**src/rtl/bus_pkg.sv**
```systemverilog
// Shared types and constants for the PE bus responder and its arbiter.
package bus_pkg;

  localparam int DATA_W     = 32;
  localparam int REG_ADDR_W = 5;
  localparam int NUM_REGS   = 1 << REG_ADDR_W;

  localparam logic [DATA_W-1:0] ERR_DATA_DFLT = 32'hDEAD_BEEF;

  typedef enum logic [2:0] {
    IDLE,
    GRANT,
    CAPTURE,
    RREAD,
    MEM,
    DONE
  } state_e;

  // Command fields still needed after the capture cycle.
  typedef struct packed {
    logic              is_mem;
    logic              mem_we;
    logic              exec;
    logic [DATA_W-1:0] addr;
    logic [DATA_W-1:0] result;
    logic [DATA_W-1:0] pc;
  } cmd_t;

endpackage

```
**src/rtl/rr_arbiter.sv**
```systemverilog
// Combinational round-robin pick: lowest requesting index strictly above the
// pointer, wrapping modulo NUM_PE.
module rr_arbiter #(
  parameter  int NUM_PE = 4,
  localparam int IDX_W  = $clog2(NUM_PE)
) (
  input  logic [NUM_PE-1:0] req_i,
  input  logic [IDX_W-1:0]  ptr_i,
  output logic [NUM_PE-1:0] gnt_o,
  output logic [IDX_W-1:0]  idx_o,
  output logic              valid_o
);

  logic [IDX_W-1:0] cand;

  // NOTE: every variable written here gets a default first, so no path leaves
  // a value unassigned and no latch is inferred.
  always_comb begin
    gnt_o   = '0;
    idx_o   = '0;
    valid_o = 1'b0;
    cand    = '0;
    for (int i = 1; i <= NUM_PE; i++) begin
      cand = IDX_W'((32'(ptr_i) + 32'(i)) % 32'(NUM_PE));
      if (!valid_o && req_i[cand]) begin
        valid_o     = 1'b1;
        gnt_o[cand] = 1'b1;
        idx_o       = cand;
      end
    end
  end

endmodule

```
**src/rtl/bus_responder.sv**
```systemverilog
// Target end of the PE shared bus: grants one initiator at a time, services its
// register-file, global-memory and completion commands, and returns one-cycle responses.
module bus_responder
  import bus_pkg::*;
#(
  parameter int                NUM_PE      = 4,
  parameter int                MEM_TIMEOUT = 64,
  parameter logic [DATA_W-1:0] ERR_DATA    = ERR_DATA_DFLT
) (
  input  logic                      clk,
  input  logic                      reset,
  input  logic [NUM_PE-1:0]         bus_request,
  output logic [NUM_PE-1:0]         grant,
  input  logic [DATA_W-1:0]         mem_addressBus,
  input  logic [DATA_W-1:0]         result_outBus,
  input  logic [DATA_W-1:0]         PCoutBus,
  input  logic [REG_ADDR_W-1:0]     rs1OutBus,
  input  logic [REG_ADDR_W-1:0]     rs2OutBus,
  input  logic [REG_ADDR_W-1:0]     rdOutBus,
  input  logic                      reg_selectBus,
  input  logic                      mem_readBus,
  input  logic                      mem_writeBus,
  input  logic                      rd_writeBus,
  input  logic                      read_enBus,
  input  logic                      execution_completeBus,
  input  logic [DATA_W-1:0]         data_Store,
  output logic [DATA_W-1:0]         AmuxBus,
  output logic [DATA_W-1:0]         BmuxBus,
  output logic                      data_ReadyBus,
  output logic [DATA_W-1:0]         memData,
  output logic                      mem_ackBus,
  output logic                      gm_req,
  output logic                      gm_we,
  output logic [DATA_W-1:0]         gm_addr,
  output logic [DATA_W-1:0]         gm_wdata,
  input  logic [DATA_W-1:0]         gm_rdata,
  input  logic                      gm_ready,
  output logic                      done_valid,
  output logic [$clog2(NUM_PE)-1:0] done_pe,
  output logic [DATA_W-1:0]         done_pc,
  output logic [DATA_W-1:0]         done_result,
  output logic                      bus_error
);

  localparam int IDX_W = $clog2(NUM_PE);
  localparam int CNT_W = $clog2(MEM_TIMEOUT + 1);

  state_e              state_q, state_d;
  logic [IDX_W-1:0]    ptr_q, ptr_d;
  logic [IDX_W-1:0]    win_q, win_d;
  logic [NUM_PE-1:0]   gnt_q, gnt_d;
  cmd_t                cmd_q, cmd_d, cmd_in;
  logic [CNT_W-1:0]    cnt_q, cnt_d;
  logic [DATA_W-1:0]   amux_q, amux_d;
  logic [DATA_W-1:0]   bmux_q, bmux_d;
  logic [DATA_W-1:0]   mem_data_q, mem_data_d;
  logic                err_q, err_d;

  logic [DATA_W-1:0]   rf_q [NUM_REGS];
  logic                rf_we;
  logic [DATA_W-1:0]   rs1_val, rs2_val;

  logic [NUM_PE-1:0]   arb_gnt;
  logic [IDX_W-1:0]    arb_idx;
  logic                arb_valid;
  logic                req_held;

  rr_arbiter #(.NUM_PE(NUM_PE)) u_arb (
    .req_i   (bus_request),
    .ptr_i   (ptr_q),
    .gnt_o   (arb_gnt),
    .idx_o   (arb_idx),
    .valid_o (arb_valid)
  );

  // A winner that dropped its request before its grant cycle is not granted.
  assign req_held = |(bus_request & gnt_q);

  always_comb begin
    cmd_in        = '0;
    cmd_in.is_mem = mem_readBus | mem_writeBus;
    cmd_in.mem_we = mem_writeBus;
    cmd_in.exec   = execution_completeBus;
    cmd_in.addr   = mem_addressBus;
    cmd_in.result = result_outBus;
    cmd_in.pc     = PCoutBus;
  end

  // Register file: the write lands at the end of CAPTURE; x0 is never written.
  assign rf_we = (state_q == CAPTURE) && rd_writeBus && (rdOutBus != '0);

  // NOTE: the register file is reset because a cleared file is architecturally
  // visible; that choice keeps it in flops rather than an unresettable RAM.
  always_ff @(posedge clk or posedge reset) begin
    if (reset) begin
      for (int i = 0; i < NUM_REGS; i++) begin
        rf_q[i] <= '0;
      end
    end else if (rf_we) begin
      rf_q[rdOutBus] <= data_Store;
    end
  end

  // Read ports with write-first bypass so a same-transaction write is seen.
  always_comb begin
    rs1_val = '0;
    rs2_val = '0;
    if (rs1OutBus != '0) begin
      rs1_val = (rf_we && (rdOutBus == rs1OutBus)) ? data_Store : rf_q[rs1OutBus];
    end
    if (rs2OutBus != '0) begin
      rs2_val = (rf_we && (rdOutBus == rs2OutBus)) ? data_Store : rf_q[rs2OutBus];
    end
  end

  always_comb begin
    state_d    = state_q;
    ptr_d      = ptr_q;
    win_d      = win_q;
    gnt_d      = gnt_q;
    cmd_d      = cmd_q;
    cnt_d      = cnt_q;
    amux_d     = amux_q;
    bmux_d     = bmux_q;
    mem_data_d = mem_data_q;
    err_d      = err_q;

    unique case (state_q)
      IDLE: begin
        if (arb_valid) begin
          win_d   = arb_idx;
          gnt_d   = arb_gnt;
          state_d = GRANT;
        end
      end
      GRANT: begin
        if (req_held) begin
          ptr_d   = win_q;
          state_d = CAPTURE;
        end else begin
          state_d = IDLE;
        end
      end
      CAPTURE: begin
        cmd_d = cmd_in;
        cnt_d = '0;
        err_d = 1'b0;
        if (read_enBus) begin
          amux_d  = rs1_val;
          bmux_d  = reg_selectBus ? rs2_val : '0;
          state_d = RREAD;
        end else if (cmd_in.is_mem) begin
          state_d = MEM;
        end else if (cmd_in.exec) begin
          state_d = DONE;
        end else begin
          state_d = IDLE;
        end
      end
      RREAD: begin
        state_d = cmd_q.is_mem ? MEM : IDLE;
      end
      MEM: begin
        if (gm_ready) begin
          mem_data_d = cmd_q.mem_we ? '0 : gm_rdata;
          state_d    = DONE;
        end else if (cnt_q == CNT_W'(MEM_TIMEOUT - 1)) begin
          mem_data_d = ERR_DATA;
          err_d      = 1'b1;
          state_d    = DONE;
        end else begin
          cnt_d = cnt_q + CNT_W'(1);
        end
      end
      DONE: begin
        state_d = IDLE;
      end
      default: begin
        state_d = IDLE;
      end
    endcase
  end

  // NOTE: state registers use non-blocking assignments so every flop samples
  // the pre-edge values, independent of statement order.
  always_ff @(posedge clk or posedge reset) begin
    if (reset) begin
      state_q    <= IDLE;
      ptr_q      <= IDX_W'(NUM_PE - 1);
      win_q      <= '0;
      gnt_q      <= '0;
      cmd_q      <= '0;
      cnt_q      <= '0;
      amux_q     <= '0;
      bmux_q     <= '0;
      mem_data_q <= '0;
      err_q      <= 1'b0;
    end else begin
      state_q    <= state_d;
      ptr_q      <= ptr_d;
      win_q      <= win_d;
      gnt_q      <= gnt_d;
      cmd_q      <= cmd_d;
      cnt_q      <= cnt_d;
      amux_q     <= amux_d;
      bmux_q     <= bmux_d;
      mem_data_q <= mem_data_d;
      err_q      <= err_d;
    end
  end

  assign grant         = ((state_q == GRANT) && req_held) ? gnt_q : '0;
  assign data_ReadyBus = (state_q == RREAD);
  assign AmuxBus       = amux_q;
  assign BmuxBus       = bmux_q;
  assign memData       = mem_data_q;
  assign mem_ackBus    = (state_q == DONE) && cmd_q.is_mem;
  assign bus_error     = mem_ackBus && err_q;
  assign gm_req        = (state_q == MEM);
  assign gm_we         = cmd_q.mem_we;
  assign gm_addr       = cmd_q.addr;
  assign gm_wdata      = cmd_q.result;

  // Completion rides on the last service cycle: DONE, or RREAD when no memory op follows.
  assign done_valid  = cmd_q.exec &&
                       ((state_q == DONE) || ((state_q == RREAD) && !cmd_q.is_mem));
  assign done_pe     = win_q;
  assign done_pc     = cmd_q.pc;
  assign done_result = cmd_q.result;

endmodule

```
**config.mk**
```make
export PLATFORM = sky130hd
export DESIGN_NAME = bus_responder
export DESIGN_NICKNAME = d
export VERILOG_FILES = /design/src/rtl/bus_pkg.sv /design/src/rtl/rr_arbiter.sv /design/src/rtl/bus_responder.sv
export SDC_FILE = /design/constraint.sdc
export NUM_CORES = 2
export LEC_CHECK = 0
export CORE_ASPECT_RATIO = 0.75
export CORE_MARGIN = 2
export CORE_UTILIZATION = 40
export DETAILED_ROUTE_END_ITERATION = 6
export PLACE_DENSITY = 0.61
export SLEW_MARGIN = 20
export SYNTH_ARGS = -nofsm -noshare
export SYNTH_HDL_FRONTEND = slang
export SYNTH_HIERARCHICAL = 1
export SYNTH_SLANG_ARGS = --single-unit
```
**constraint.sdc**
```tcl
create_clock -name clk -period 47.9 [get_ports clk]
set_input_delay 7.185 -clock clk [delete_from_list [all_inputs] [get_ports clk]]
set_output_delay 7.185 -clock clk [all_outputs]
set_load 0.05 [all_outputs]
```
==> metrics.md <==
| Metric | Value |
|---|---|
| Outcome | `finished clean` |
| Vias in the first global route | `43500` |
| Syn_nets | `5037` |
| RSZ-0062 raised after global routing | `no` |
| Top_reg_cell synth | `dfrtp_1` |
| Count of final max-slew check failures | `0` |
| Die Height | `352 um` |
| # DRC | `0` |
| Initial core utilization | `40.4%` |
| Final Cell Area | `0.0740 mm2` |
| Max cap viols | `0` |
| Drt pass-1 iters | `5` |
| Crit Path Class | `input pin to output pin` |
| Count leader, synth | `dfrtp_1` |
| M3 GR Usage | `4.79%` |
| Core ar. | `0.160 mm2` |
| Minimum clock period | `17.00 ns` |
| Worst hold path type | `register to register` |
| Worst EP required | `40.72 ns` |
| Pin count of the biggest net entering global routing | `175` |
| Num ports | `424` |
| Post-synth top cells | `1236 x dfrtp_1, 1002 x mux2_2, 377 x mux4_2` |
| Die width | `469 um` |
| Area Growth Syn to Fin | `14.3%` |
| Row count | `127` |
| H-Tree Depth | `4` |
| Power Density | `46.7 mW/mm2` |
| Detail Placement HPWL | `127 mm` |
| Post-route ant nets | `0` |
| Via count | `43800` |
| Worst vdd ir | `38.8 uV` |
| M1 GR Usage | `38.2%` |
| PostCTS Resize Cnt | `0` |
| Slew of the pin with the lowest slew margin | `1.17 ns` |
| Clock transition at the registers of the reported paths | `0.06 ns` |
| Placed cell area | `0.0695 mm2` |
| CP Max Fanout | `13` |
| Fin. Hold Viols | `0` |
| First-pass GRT wire length | `318 mm` |
| Clock skew | `0.0327 ns` |
| CP endpoint kind | `output pin` |
| Layer with the highest usage | `met2` |
| Layout cells sized above 1 | `35.7%` |
| Fin nets | `5066` |
| Overflow after GRT | `0` |
| Routed vias/inst | `6.16` |
| Area leader, netlist | `dfrtp_1` |
| TritonCTS Buffers | `135` |
| Startpoint Class | `input pin` |
| Bufs on Longest Clock Path | `3` |
| CP Data Arrival Time | `9.82 ns` |
| Final worst path period share | `35.5%` |
| Area of the multi-input gates | `0.0309 mm2` |
| Post-Synthesis Cells | `4840` |
| Fill count | `14200` |
| Post-CTS setup buffers | `0` |
| PortBufs | `423` |
| Worst slack, placed | `30.58 ns` |
| Hold Worst Slack | `0.395 ns` |
| Fraction of registers with async set or reset after synthesis | `100%` |
| Die area | `0.165 mm2` |
| Routed len/inst | `30.7 um` |
| Worst-Skew Late Latency | `0.79 ns` |
| Register area share after synthesis | `47.9%` |
| Power Total | `3.46 mW` |
| GR Util met2 | `39.6%` |
| Reg area | `0.0310 mm2` |
| Synth Warn # | `6` |
| Fmax | `58.8 MHz` |
| Post-Syn Area | `0.0647 mm2` |
| Initial DRC count | `4831` |
| Root Buffer Master | `clkbuf_16` |
| Clock Sinks | `1238` |
| Final setup margin | `30.90 ns` |
| Yosys cell types | `68` |
| Synth area leaders | `dfrtp_1 48%, mux2_2 17%, mux4_2 13%` |
| Flops & latches, synth | `1238` |
| Initial antenna violation count | `11` |
| Setup TNS | `0 ns` |
| Max-slew headroom | `22.2%` |
| Share of the synthesized area in the top cell type | `47.8%` |
| GRT Total Usage | `26.2%` |
| Leakage power | `33.9 nW` |
| Placer Congestion | `0.843` |
| # setup viols final | `0` |
| TritonCTS clock tree | `yes` |
| Syn_area_per_cell | `13.4 um2` |
| Hold_buf cts | `0` |
| Post-synth EDFFs | `0` |
| Post-Route WL | `218 mm` |
-- cell type report --
| class | count | area share, % |
|---|---|---|
| diodes | 4 | 0.0135 |
| well taps | 2128 | 3.60 |
| repair buffers | 520 | 6.62 |
| inverters | 11 | 0.0659 |
| multi-input cells | 2963 | 41.7 |
| clock inverters | 46 | 0.744 |
| flip-flops and latches | 1238 | 41.9 |
| clock buffers | 199 | 5.36 |
-- logic make-up after synthesis --
logic type | share of synthesized area (%)
muxes | 36.4
DFF | 47.9
and+or+nand+nor | 4.54
buffers and inverters | 4.92
AOI/OAI and AO/OA | 5.98
xor gates and xnor gates | 0.176
adders and majority gates | 0.174
-- layout by cell type (no fill, tap or decap), types with 35 or more instances in the layout --
| cell type | instances |
|---|---|
| clkdlybuf4s50_1 | 390 |
| mux2_2 | 1002 |
| a22oi_1 | 131 |
| a221oi_1 | 77 |
| nand2_1 | 336 |
| buf_4 | 98 |
| nand3_1 | 72 |
| o21ai_0 | 91 |
| clkbuf_16 | 140 |
| dfrtp_1 | 1236 |
| nor2_1 | 90 |
| a21oi_1 | 48 |
| mux2i_1 | 352 |
| mux4_2 | 377 |
| clkbuf_1 | 35 |
-- stage by stage --
stage	utilization, %	instances
finish	46.2	7109
detailed placement	43.4	6859
global placement	43.4	6859
CTS	46.2	7104
floorplan	-	4840
global route	46.2	7107
-- state kept, by name, summed over array words and instances, names as in the netlist --
signal       flops
cnt_q            7
err_q            1
ptr_q            2
gnt_q            4
cmd_q            2
done_result     32
gm_we            1
done_pe          2
AmuxBus         32
memData         32
state_q          3
BmuxBus         32
done_pc         32
rf_q          1024
gm_addr         32
-- power by group --
group / internal, mW / total [mW] / switching (mW)
clock: 0.630 / 1.08 / 0.454
combinational: 0.388 / 1.01 / 0.624
sequential: 1.22 / 1.36 / 0.143
total: 2.24 / 3.46 / 1.22
-- worst max-delay path, stage by stage --
cell             delay (ns)
clkdlybuf4s50_1        0.76
a22o_1                 0.22
a221oi_1               0.05
nor4b_2                0.57
and2_1                 0.22
clkdlybuf4s50_1        0.82
-- final timing paths --
kind	from	endpoint	slack, ns	depth (start not counted)
max in group asynchronous	reset	done_pc[18]	37.22	6
min in group asynchronous	reset	rf_q[682]	6.91	2
setup reg to reg	state_q[1]	rf_q[915]	43.74	5
setup / recovery	bus_request[0]	grant[3]	30.90	6
hold reg to reg	rf_q[1008]	rf_q[1008]	0.40	0
hold / removal	rf_q[1008]	rf_q[1008]	0.40	0
-- per-layer routing --
metal / part of all wire [%] / wire (um)
met5: 0.0060 / 13
met4: 3.2 / 6920
met3: 7.4 / 16100
met2: 45 / 99300
met1: 44 / 96100
Power figures use the tool's default switching activity.
